[config.mk]
export PLATFORM = sky130hd
export DESIGN_NAME = apb5_requester
export DESIGN_NICKNAME = d
export VERILOG_FILES = /design/src/rtl/apb5_pkg.sv /design/src/rtl/apb5_wait_timer.sv /design/src/rtl/apb5_requester.sv
export SDC_FILE = /design/constraint.sdc
export NUM_CORES = 1
export LEC_CHECK = 0
export CORE_MARGIN = 5
export CORE_UTILIZATION = 50
export DETAILED_ROUTE_END_ITERATION = 10
export HOLD_SLACK_MARGIN = 0.03
export PLACE_DENSITY = 0.83
export SYNTH_ARGS = -nofsm -noshare
export SYNTH_HDL_FRONTEND = slang
export SYNTH_SLANG_ARGS = --single-unit
[constraint.sdc]
create_clock -name pclk -period 3.6 [get_ports pclk]
set_input_delay 0.36 -clock pclk [delete_from_list [all_inputs] [get_ports pclk]]
set_output_delay 0.36 -clock pclk [all_outputs]
set_load 0.01 [all_outputs]
[src/rtl/apb5_pkg.sv]
// Shared types and constants for the APB5 requester: FSM states, PPROT bit
// positions and default-width request/response bundles.
package apb5_pkg;

  typedef enum logic [2:0] {
    IDLE,
    WAKE,
    SETUP,
    ACCESS,
    RESP
  } apb5_state_e;

  localparam int unsigned PPROT_PRIV  = 0;
  localparam int unsigned PPROT_NSEC  = 1;
  localparam int unsigned PPROT_INSTR = 2;

  localparam int unsigned APB5_ADDR_W  = 32;
  localparam int unsigned APB5_DATA_W  = 32;
  localparam int unsigned APB5_UREQ_W  = 32;
  localparam int unsigned APB5_UDATA_W = 32;
  localparam int unsigned APB5_URESP_W = 32;

  typedef struct packed {
    logic                      write;
    logic [APB5_ADDR_W-1:0]    addr;
    logic [APB5_DATA_W-1:0]    wdata;
    logic [APB5_DATA_W/8-1:0]  strb;
    logic [2:0]                prot;
    logic [APB5_UREQ_W-1:0]    auser;
    logic [APB5_UDATA_W-1:0]   wuser;
  } apb5_req_t;

  typedef struct packed {
    logic [APB5_DATA_W-1:0]    rdata;
    logic                      err;
    logic                      timeout;
    logic [APB5_UDATA_W-1:0]   ruser;
    logic [APB5_URESP_W-1:0]   buser;
  } apb5_rsp_t;

endpackage

[src/rtl/apb5_wait_timer.sv]
// Saturating wait-state counter. expired is high in the enabled cycle that
// brings the count up to LIMIT; LIMIT == 0 never expires.
module apb5_wait_timer #(
  parameter int unsigned LIMIT = 256
) (
  input  logic pclk,
  input  logic presetn,
  input  logic clr,
  input  logic en,
  output logic expired
);

  localparam int unsigned CW = (LIMIT < 2) ? 1 : $clog2(LIMIT + 1);

  logic [CW-1:0] count;

  always_ff @(posedge pclk or negedge presetn) begin
    if (!presetn) begin
      count <= '0;
    end else if (clr) begin
      count <= '0;
    end else if (en && (count != CW'(LIMIT))) begin
      count <= count + 1'b1;
    end
  end

  assign expired = (LIMIT != 0) && en && (count == CW'(LIMIT - 1));

endmodule

[src/rtl/apb5_requester.sv]
// APB5 requester: turns a valid/ready command into one APB5 transfer with
// pwakeup sequencing and a wait-state timeout, returning a registered response.
module apb5_requester
  import apb5_pkg::*;
#(
  parameter int unsigned ADDR_WIDTH      = APB5_ADDR_W,
  parameter int unsigned DATA_WIDTH      = APB5_DATA_W,
  parameter int unsigned USER_REQ_WIDTH  = APB5_UREQ_W,
  parameter int unsigned USER_DATA_WIDTH = APB5_UDATA_W,
  parameter int unsigned USER_RESP_WIDTH = APB5_URESP_W,
  parameter int unsigned WAKEUP_CYCLES   = 1,
  parameter int unsigned TIMEOUT_CYCLES  = 256
) (
  input  logic                       pclk,
  input  logic                       presetn,
  input  logic                       cmd_valid,
  output logic                       cmd_ready,
  input  logic                       cmd_write,
  input  logic [ADDR_WIDTH-1:0]      cmd_addr,
  input  logic [DATA_WIDTH-1:0]      cmd_wdata,
  input  logic [DATA_WIDTH/8-1:0]    cmd_strb,
  input  logic [2:0]                 cmd_prot,
  input  logic [USER_REQ_WIDTH-1:0]  cmd_auser,
  input  logic [USER_DATA_WIDTH-1:0] cmd_wuser,
  output logic                       rsp_valid,
  input  logic                       rsp_ready,
  output logic [DATA_WIDTH-1:0]      rsp_rdata,
  output logic                       rsp_err,
  output logic                       rsp_timeout,
  output logic [USER_DATA_WIDTH-1:0] rsp_ruser,
  output logic [USER_RESP_WIDTH-1:0] rsp_buser,
  output logic [ADDR_WIDTH-1:0]      paddr,
  output logic [2:0]                 pprot,
  output logic                       pselx,
  output logic                       penable,
  output logic                       pwrite,
  output logic [DATA_WIDTH-1:0]      pwdata,
  output logic [DATA_WIDTH/8-1:0]    pstrb,
  output logic                       pwakeup,
  output logic [USER_REQ_WIDTH-1:0]  pauser,
  output logic [USER_DATA_WIDTH-1:0] pwuser,
  input  logic                       pready,
  input  logic [DATA_WIDTH-1:0]      prdata,
  input  logic                       pslverr,
  input  logic [USER_DATA_WIDTH-1:0] pruser,
  input  logic [USER_RESP_WIDTH-1:0] pbuser
);

  if (!(DATA_WIDTH == 8 || DATA_WIDTH == 16 || DATA_WIDTH == 32)) begin : g_bad_dw
    $error("apb5_requester: DATA_WIDTH must be 8, 16 or 32");
  end
  if (WAKEUP_CYCLES < 1) begin : g_bad_wake
    $error("apb5_requester: WAKEUP_CYCLES must be at least 1");
  end

  localparam int unsigned WW = (WAKEUP_CYCLES < 2) ? 1 : $clog2(WAKEUP_CYCLES);

  typedef struct packed {
    logic                       write;
    logic [ADDR_WIDTH-1:0]      addr;
    logic [DATA_WIDTH-1:0]      wdata;
    logic [DATA_WIDTH/8-1:0]    strb;
    logic [2:0]                 prot;
    logic [USER_REQ_WIDTH-1:0]  auser;
    logic [USER_DATA_WIDTH-1:0] wuser;
  } req_t;

  typedef struct packed {
    logic [DATA_WIDTH-1:0]      rdata;
    logic                       err;
    logic                       timeout;
    logic [USER_DATA_WIDTH-1:0] ruser;
    logic [USER_RESP_WIDTH-1:0] buser;
  } rsp_t;

  apb5_state_e   state, state_d;
  logic [WW-1:0] wake_cnt;
  req_t          cmd_in, req_q, src, drv_q, drv_d;
  rsp_t          rsp_q, rsp_d;
  logic          sel_q, sel_d, en_q, en_d, wake_q, wake_d, rvalid_q, rvalid_d;
  logic          accept, wake_done, tmo;

  assign cmd_ready = (state == IDLE);
  assign accept    = cmd_valid && cmd_ready;
  assign wake_done = (wake_cnt == WW'(WAKEUP_CYCLES - 1));
  assign cmd_in    = '{write: cmd_write, addr: cmd_addr, wdata: cmd_wdata, strb: cmd_strb,
                       prot: cmd_prot, auser: cmd_auser, wuser: cmd_wuser};
  // Going straight IDLE->SETUP the capture register is not loaded yet, so use the live command.
  assign src       = (state == IDLE) ? cmd_in : req_q;

  apb5_wait_timer #(.LIMIT(TIMEOUT_CYCLES)) u_wait_timer (
    .pclk    (pclk),
    .presetn (presetn),
    .clr     (state != ACCESS),
    .en      ((state == ACCESS) && !pready),
    .expired (tmo)
  );

  always_ff @(posedge pclk or negedge presetn) begin
    if (!presetn) begin
      state    <= IDLE;
      wake_cnt <= '0;
      req_q    <= '0;
      drv_q    <= '0;
      rsp_q    <= '0;
      sel_q    <= 1'b0;
      en_q     <= 1'b0;
      wake_q   <= 1'b0;
      rvalid_q <= 1'b0;
    end else begin
      state    <= state_d;
      wake_cnt <= (state == WAKE) ? wake_cnt + 1'b1 : '0;
      if (accept) req_q <= cmd_in;
      drv_q    <= drv_d;
      rsp_q    <= rsp_d;
      sel_q    <= sel_d;
      en_q     <= en_d;
      wake_q   <= wake_d;
      rvalid_q <= rvalid_d;
    end
  end

  always_comb begin
    state_d = state;
    unique case (state)
      IDLE:    if (accept) state_d = pwakeup ? SETUP : WAKE;
      WAKE:    if (wake_done) state_d = SETUP;
      SETUP:   state_d = ACCESS;
      ACCESS:  if (pready || tmo) state_d = RESP;
      RESP:    if (rsp_ready) state_d = IDLE;
      default: state_d = IDLE;
    endcase
  end

  always_comb begin
    drv_d    = drv_q;
    rsp_d    = rsp_q;
    sel_d    = (state_d == SETUP) || (state_d == ACCESS);
    en_d     = (state_d == ACCESS);
    wake_d   = (state == IDLE) ? cmd_valid : 1'b1;
    rvalid_d = (state_d == RESP);
    if ((state_d == SETUP) && (state != SETUP)) begin
      drv_d.write = src.write;
      drv_d.addr  = src.addr;
      drv_d.prot  = src.prot;
      drv_d.auser = src.auser;
      drv_d.wdata = src.write ? src.wdata : '0;
      drv_d.strb  = src.write ? src.strb  : '0;
      drv_d.wuser = src.write ? src.wuser : '0;
    end
    if ((state == ACCESS) && (state_d == RESP)) begin
      rsp_d = '0;
      if (pready) begin
        rsp_d.rdata = drv_q.write ? '0 : prdata;
        rsp_d.ruser = drv_q.write ? '0 : pruser;
        rsp_d.err   = pslverr;
        rsp_d.buser = pbuser;
      end else begin
        rsp_d.err     = 1'b1;
        rsp_d.timeout = 1'b1;
      end
    end
  end

  assign paddr       = drv_q.addr;
  assign pprot       = drv_q.prot;
  assign pwrite      = drv_q.write;
  assign pwdata      = drv_q.wdata;
  assign pstrb       = drv_q.strb;
  assign pauser      = drv_q.auser;
  assign pwuser      = drv_q.wuser;
  assign pselx       = sel_q;
  assign penable     = en_q;
  assign pwakeup     = wake_q;
  assign rsp_valid   = rvalid_q;
  assign rsp_rdata   = rsp_q.rdata;
  assign rsp_err     = rsp_q.err;
  assign rsp_timeout = rsp_q.timeout;
  assign rsp_ruser   = rsp_q.ruser;
  assign rsp_buser   = rsp_q.buser;

endmodule

Word level (Yosys, flattened, before mapping)
Index checks and enable logic that the tools add are counted.

word-level totals
  bits in registers = 387
  input bits = 238
  word-level logic and storage cells = 70

operators by class
  add/subtract/negate cells = 2
  mux-type cells = 20
  reduce and logical (&&, ||, !) cells = 11
  eq/ne operators = 11

operators with widths
  operator                                               number
  2-to-1 mux 32 bit                                      5
  2-to-1 mux 136 bit                                     1
  2-to-1 mux 64 bit                                      1
  2-to-1 mux 9 bit                                       2
  case mux 3 bit (5 select lines)                        1
  equality test 3 x 2 -> 1 bit, second input constant    4
  2-to-1 mux 3 bit                                       4
  adder 9 x 1 -> 9 bit, second input constant            1
  equality test 9 x 8 -> 1 bit, second input constant    1
  inequality test 9 bit, second input constant           1
  equality test 3 bit, second input constant             2
  logical AND 1 bit                                      6
  inequality test 3 x 2 -> 1 bit, second input constant  2
  2-to-1 mux 1 bit                                       4
  2-to-1 mux 4 bit                                       1
  equality test 3 x 1 -> 1 bit, second input constant    1
  zero test 3 bit                                        1
  logical OR 1 bit                                       2
  2-to-1 mux 2 bit                                       1
  nonzero test 2 bit                                     1
  adder 1 bit, second input constant                     1
  zero test 1 bit                                        1

Longest topological paths before layout
Gate-level depths: netlist of the first run.

  depth in word-level cells = 8
  depth in mapped cells = 10

Cells and area by module
Synthesis of the first run repeated with hierarchy kept, for this count alone.

second synthesis, totals
  cells, all modules = 1381
  area, all modules = 17456.7 um2

by module, submodules not included
  module           cells an instance  instances  sequential area each (um2)  area an instance (um2)
  apb5_requester   1328               1          9459.1                      16955.0
  apb5_wait_timer  53                 1          225.2                       501.7

Worst setup path after synthesis of the first run
Ideal clock, no wire load.

  path type = register to register
  start point = register u_wait_timer.count[0]
  end point = register rsp_q, in the netlist rsp_timeout
  setup time = 0.135 ns
  period minus slack after synthesis = 2.127 ns
  cell stages (with the launch flop) = 10
  arrival = 1.993 ns
  buffers on the path = 3
  data required time = 3.465 ns
  path slack = 1.473 ns
  cells stage by stage = dfrtp_1 -> ha_1 -> and3_1 -> and3_1 -> ha_1 -> o21ai_1 -> buf_2 -> buf_2 -> buf_2 -> o21ai_0

between the ends
  cells in the longest elaborated chain, start to end = 7

RTL lines
  item                             RTL line               source
  start, declared                  apb5_wait_timer.sv:15  logic [CW-1:0] count;
  start signal, assigned           apb5_wait_timer.sv:23  count <= count + 1'b1;
  equality test 9 x 8 -> 1 bit     apb5_wait_timer.sv:27  assign expired = (LIMIT != 0) && en && (count == CW'(LIMIT - 1));
  logical AND 1 bit                apb5_wait_timer.sv:27
  logical OR 1 bit                 apb5_requester.sv:129  ACCESS: if (pready || tmo) state_d = RESP;
  2-to-1 mux 3 bit                 apb5_requester.sv:129
  case mux 3 bit (5 select lines)  apb5_requester.sv:125  unique case (state)
  equality test 3 bit              apb5_requester.sv:151  if ((state == ACCESS) && (state_d == RESP)) begin
  logical AND 1 bit                apb5_requester.sv:151
  end signal, assigned             apb5_requester.sv:115  rsp_q <= rsp_d;
  end, declared                    apb5_requester.sv:79   rsp_t rsp_q, rsp_d;

Every way passes these cells.
A chain may end at the register's enable or synchronous reset.

Worst setup path after layout of the first run
  start point = register state[0]
  end point = output port cmd_ready

between the ends
  cells in the longest elaborated chain, start to end = 1

RTL lines
  item                    RTL line               source
  start, declared         apb5_requester.sv:76   apb5_state_e state, state_d;
  start signal, assigned  apb5_requester.sv:111  state <= state_d;
  zero test 3 bit         apb5_requester.sv:83   assign cmd_ready = (state == IDLE);
  end, declared           apb5_requester.sv:17   output logic cmd_ready,

Every way passes these cells.

==> flow_metrics.py, run 1 <==
metrics = {
    "setup_path": {
        "setup.worst_path.class": "register to output pin",
        "endpoint_kind": "output pin",
        "timing.rr.start": "state[0]$_DFF_PN0_",
        "timing.rr.end": "pwuser[21]$_DFFE_PN0P_",
        "worst_setup_path_start_kind": "register",
        "r2r_cells": 4,
        "crit_path_max_fanout": 75,
        "crit_arrival_ns": 2.51,
        "rrSetupSlack_ns": 1.20,
        "critPathRequiredTime_ns": 3.24,
    },
    "die": {
        "die_h_um": 188,
        "num_io_pins": 477,
        "rows": 65,
        "start_util": 0.505,
        "core_mm2": 0.0315,
        "die_x_um": 188,
        "fp.dieArea_mm2": 0.0355,
    },
    "placed_design": {
        "routabilityCongestion": 0.832,
        "place_area_mm2": 0.0210,
        "dp_hpwl_um": 31500,
        "port_buffers": 476,
        "dp_worst_setup_slack_ns": 1.19,
        "dp.cells": 2189,
    },
    "logic_synthesis": {
        "synth_top_area_cell": "dfrtp_1",
        "syn_area_per_cell_um2": 11.5,
        "synth_edf_count": 0,
        "syn_area_mm2": 0.0159,
        "seq_area_frac_synth": 0.609,
        "synth_warnings": 0,
        "synth_nets": 1626,
        "async_flop_share": 1.00,
        "ys_types": 38,
        "synth_ff_type": "dfrtp_1",
        "synth_top_cell_area_share": 0.609,
        "synth.area.top_cells": "dfrtp_1, mux2_2, mux2i_1",
        "synth_seq_cells": 387,
        "syn_inst": 1385,
    },
    "clock_tree": {
        "cts.sinks": 387,
        "clkTransAtPathRegs_ns": 0.06,
        "cts-root-buf": "clkbuf_16",
        "postCtsSetupBuffers": 0,
        "cts_inserted_buffers": 41,
        "clk-insertion-delay-late_ns": 0.53,
        "tritoncts": "yes",
        "clock_path_buffers": 3,
        "htree_num_levels": 2,
    },
    "routing": {
        "wl_um": 45200,
        "via_per_inst": 5.32,
        "wl_per_cell_um": 19.9,
        "antenna_left": 0,
        "drc": 0,
        "firstDrtPassIters": 4,
        "num_vias": 12100,
        "detail_route.iter0.violations": 678,
    },
    "outcome": {
        "status": "complete, no violations",
    },
    "final_layout": {
        "areaGrowthSynthToFinish_pct": 40.8,
        "final_cell_mix": "clkdlybuf4s50_1, dfrtp_1, nand2_1, o21ai_0, mux2i_1",
        "final_common_cell": "clkdlybuf4s50_1",
        "fin_nets": 2072,
        "nFillCells": 2238,
        "final_layout_size_suffix_gt1_frac": 0.125,
        "multi_input_area_mm2": 0.00578,
        "final_util": 0.711,
        "regArea_mm2": 0.00968,
        "postLayoutCellArea_mm2": 0.0224,
        "final_cells": 2268,
    },
    "worst_hold_path": {
        "hold_class": "input port to register",
        "min_to": "rsp_ruser[14]$_DFFE_PN0P_",
        "hold_depth": 3,
        "hold_start": "pruser[14]",
    },
    "global_routing": {
        "antenna_found_initial": 9,
        "first_global_vias": 12600,
        "grt_max_degree": 206,
        "overflow": 0,
        "groute.usage.overall": 0.249,
        "grt_pass1_wl_um": 71000,
    },
    "pwr": {
        "switching_power_mw": 6.65,
        "intPower_mw": 12.8,
        "ir_drop_mv": 0.572,
        "finalPower_mw": 19.5,
        "p_sw_frac": 0.341,
        "pwr-share-clk": 0.211,
        "powerDensity_mw_per_mm2": 871,
        "seqPwrFrac": 0.374,
        "combPwrFrac": 0.415,
        "power_leakage_nw": 9.71,
    },
    "sta": {
        "setup_viol": 0,
        "rsz0062_at_grt": "false",
        "worstMarginPinSlew_ns": 1.13,
        "fmax_mhz": 349,
        "relSlewSlack": 0.248,
        "whs_ns": 0.386,
        "slew_viol_final": 0,
        "fin_ws_ns": 0.732,
        "finalHoldViolCount": 0,
        "setup-tns-final_ns": 0,
        "min_period_ns": 2.87,
        "clock_skew_ns": 0.0151,
        "period_share": 0.797,
    },
    "job": {
        "maxCapViolCount": 0,
    },
}
metal layers:
metal,global-route usage,share of wire,vias up
li1,-,-,5595
met1,0.297,0.38,5923
met2,0.422,0.50,444
met3,0.0873,0.091,87
met4,0.0841,0.031,8
met5,0,0.0014,-
flip-flops by register name (all words and copies together), names as in the netlist, 3 cells and up:
register            cells
pwdata                 32
state                   3
pstrb                   4
rsp_buser              32
pauser                 32
paddr                  32
pwuser                 32
pprot                   3
rsp_ruser              32
req_q                 136
u_wait_timer.count      9
rsp_rdata              32
area by class of cell:
cell class / count / area share
multi-input combinational: 897 / 0.258
clock inverter: 9 / 0.00553
sequential: 387 / 0.433
inverter: 6 / 0.00101
timing repair buffer: 498 / 0.226
tap: 402 / 0.0225
antenna: 5 / 0.000559
clock buffer: 64 / 0.0533
repair_timing:
| item | CTS | global route |
|---|---|---|
| gates resized for setup | 0 | 0 |
| endpoints found under the hold margin | 112 | 0 |
| hold buffers | 1 | 0 |
cell usage after synthesis (3+ instances only):
cell        n
nor2b_1     3
a21oi_1     4
o21ai_2     9
ha_1        3
nand2_1   338
mux2_2    136
dfrtp_1   387
nand3_1    35
o21ai_0   191
clkbuf_1   44
mux2i_1   137
and3_1      3
buf_6       4
clkbuf_2    3
o21ai_1     5
nor2_1      8
buf_2      42
inv_1       6
critical path, stage by stage (launching register included):
cell and delay (ns):
dfrtp_1 0.48, nor3_4 0.33, buf_12 0.49, clkdlybuf4s50_1 0.65
how the worst max path moves through the flow:
stage                                            startpoint                       to  slack, ns  cells after the start
after global placement                            cmd_valid    req_q[11]$_DFFE_PN0P_       1.28                      4
after detailed placement                          cmd_valid     pstrb[0]$_DFFE_PN0P_       1.19                      6
after global routing                     state[0]$_DFF_PN0_                cmd_ready       0.60                      3
after CTS                                state[0]$_DFF_PN0_                cmd_ready       0.68                      3
final                                    state[0]$_DFF_PN0_                cmd_ready       0.73                      3
after floorplan           u_wait_timer.count[0]$_DFFE_PN0P_  rsp_timeout$_DFFE_PN0P_       1.47                      9
power groups by stage:
| stage | combinational (mW) | clock, mW | sequential [mW] |
|---|---|---|---|
| after floorplan | 4.08 | 0 | 7.61 |
| after global placement | 7.90 | 0 | 7.23 |
| after detailed placement | 8.15 | 0 | 7.34 |
| after CTS | 8.19 | 4.21 | 7.28 |
| after global routing | 8.79 | 4.42 | 7.53 |
| final | 8.09 | 4.11 | 7.29 |
logic make-up (layout without fill, tap and decap cells):
group | Yosys count | in the layout | synth area share
AND/OR/NAND/NOR | 402 | 402 | 0.103
flip-flops | 387 | 387 | 0.609
multiplexers | 273 | 273 | 0.183
AO/OA/AOI/OAI | 215 | 215 | 0.0712
buffers and inverters | 101 | 577 | 0.0293
XOR/XNOR | 4 | 4 | 0.00220
adder cells (fa/ha/maj) | 3 | 3 | 0.00236
other | 0 | 5 | 0
Note: power is estimated with default switching activity, not from simulation.
==> run 2, diff against run 1 <==
Settings changed: CORE_UTILIZATION 50 to 47, PLACE_DENSITY 0.83 to 0.79.
Clock period 3.6 ns to 2.8 ns, I/O delays scaled along.
==> run 2 against run 1 <==
  * Global-route usage down 2.0 points
  * Largest cell class unchanged
  * Largest power group unchanged
  * Non-clock buffer count is 10 higher
  * Critical path type unchanged
  * Total power rose by 31%
  * Clock power is 39% higher
  * Worst hold slack lost 0.087 ns
  * Clock skew rose by 0.00051 ns
==> flow_metrics.py, run 2 (synthesis results as in run 1) <==
metrics = {
    "sta": {
        "worstMarginPinSlew_ns": 1.03,
        "finalHoldViolCount": 0,
        "clock_skew_ns": 0.0157,
        "setup-tns-final_ns": 0,
        "whs_ns": 0.299,
        "min_period_ns": 2.65,
        "fin_ws_ns": 0.154,
        "rsz0062_at_grt": "false",
        "fmax_mhz": 378,
        "relSlewSlack": 0.315,
        "slew_viol_final": 0,
        "setup_viol": 0,
        "period_share": 0.945,
    },
    "clock_tree": {
        "clkTransAtPathRegs_ns": 0.06,
        "cts.sinks": 387,
        "tritoncts": "yes",
        "clock_path_buffers": 3,
        "htree_num_levels": 2,
        "clk-insertion-delay-late_ns": 0.53,
        "postCtsSetupBuffers": 0,
        "cts_inserted_buffers": 42,
        "cts-root-buf": "clkbuf_16",
    },
    "routing": {
        "via_per_inst": 5.16,
        "wl_um": 44300,
        "detail_route.iter0.violations": 594,
        "firstDrtPassIters": 5,
        "drc": 0,
        "wl_per_cell_um": 19.0,
        "antenna_left": 0,
        "num_vias": 12000,
    },
    "global_routing": {
        "groute.usage.overall": 0.229,
        "grt_max_degree": 104,
        "antenna_found_initial": 10,
        "grt_pass1_wl_um": 70100,
        "first_global_vias": 12600,
        "overflow": 0,
    },
    "die": {
        "die_x_um": 194,
        "die_h_um": 194,
        "num_io_pins": 477,
        "fp.dieArea_mm2": 0.0376,
        "rows": 67,
        "core_mm2": 0.0334,
        "start_util": 0.475,
    },
    "placed_design": {
        "routabilityCongestion": 0.819,
        "port_buffers": 476,
        "dp.cells": 2245,
        "dp_hpwl_um": 30900,
        "dp_worst_setup_slack_ns": 0.495,
    },
    "final_layout": {
        "final_layout_size_suffix_gt1_frac": 0.134,
        "areaGrowthSynthToFinish_pct": 42.8,
        "final_cell_mix": "clkdlybuf4s50_1, dfrtp_1, nand2_1, o21ai_0, mux2i_1",
        "final_cells": 2325,
        "final_common_cell": "clkdlybuf4s50_1",
        "nFillCells": 2445,
        "largest_register": "req_q",
        "fin_nets": 2083,
        "largest_reg_flops": 136,
    },
    "pwr": {
        "ir_drop_mv": 0.786,
        "power_leakage_nw": 9.85,
        "finalPower_mw": 25.5,
        "powerDensity_mw_per_mm2": 1120,
    },
    "worst_hold_path": {
        "hold_class": "input port to register",
    },
    "setup_path": {
        "crit_arrival_ns": 2.37,
        "crit_path_max_fanout": 48,
        "endpoint_kind": "output pin",
        "setup.worst_path.class": "register to output pin",
        "critPathRequiredTime_ns": 2.52,
        "worst_setup_path_start_kind": "register",
    },
    "job": {
        "maxCapViolCount": 0,
    },
    "outcome": {
        "status": "complete, no violations",
    },
}
==> run 2: changes by cell type in the layout (fill, tap and decap cells not counted), moves of 2 or more <==
cell       previous run  this run
clkbuf_1             15         8
buf_12               10        16
buf_4                11        15
bufinv_16             2         6
clkinv_2              3         7
clkbuf_8              8         5
clkbuf_16            41        43
clkinv_8              2         0
==> run 2: layout make-up <==
type / instances / area [um^2] / share of cell area
flip-flops and latches: 387 / 9680 / 0.427
multi-input cells: 897 / 5780 / 0.255
repair buffers: 508 / 5210 / 0.230
clock buffers: 56 / 1170 / 0.0517
well taps: 448 / 561 / 0.0247
clock inverters: 18 / 256 / 0.0113
inverters: 6 / 22.5 / 0.000992
diodes: 5 / 12.5 / 0.000551
==> run 2: critical path, cell delays in order (launching register included) <==
cell	delay (ns)
dfrtp_1	0.40
nor3_4	0.41
buf_12	0.36
clkdlybuf4s50_1	0.61
==> run 2: final timing paths <==
kind	start	to	slack, ns	cells past startpoint
min in group asynchronous	presetn	rsp_buser[19]$_DFFE_PN0P_	0.36	2
hold reg to reg	wake_cnt$_DFF_PN0_	wake_cnt$_DFF_PN0_	0.45	1
max in group asynchronous	presetn	req_q[20]$_DFFE_PN0P_	1.55	4
hold / removal	pruser[13]	rsp_ruser[13]$_DFFE_PN0P_	0.30	3
setup / recovery	state[2]$_DFF_PN0_	cmd_ready	0.15	3
setup reg to reg	u_wait_timer.count[0]$_DFFE_PN0P_	rsp_rdata[27]$_DFFE_PN0P_	0.51	7
==> run 2: metal layers <==
metal | share of wire | GRT usage
met4 | 0.031 | 0.0711
met5 | 0.0013 | 0
met3 | 0.10 | 0.0935
met2 | 0.48 | 0.379
met1 | 0.38 | 0.276
==> run 2: repair_timing <==
item | CTS | global route
endpoints found under the hold margin | 70 | 0
hold buffers | 1 | 0
resized for setup | 0 | 0
==> run 2: metrics by stage <==
step | utilization | instance area (um^2)
6_report | 0.679 | 22700
5_1_grt | 0.679 | 22700
3_3_place_gp | 0.635 | 21300
3_5_place_dp | 0.635 | 21300
2_1_floorplan | - | 15900
4_1_cts | 0.678 | 22700
==> run 2: report_power, final <==
part | switching, mW | leakage, nW | internal (mW)
sequential | 1.29 | 4.86 | 8.05
combinational | 5.04 | 4.28 | 5.44
clock | 2.22 | 0.701 | 3.50
==> run 3, diff against run 2 <==
Settings changed: ABC_CLOCK_PERIOD_IN_PS from default to 2800.
==> results of run 3 <==
Final layout, timing and power as in run 2 (identical DEF).
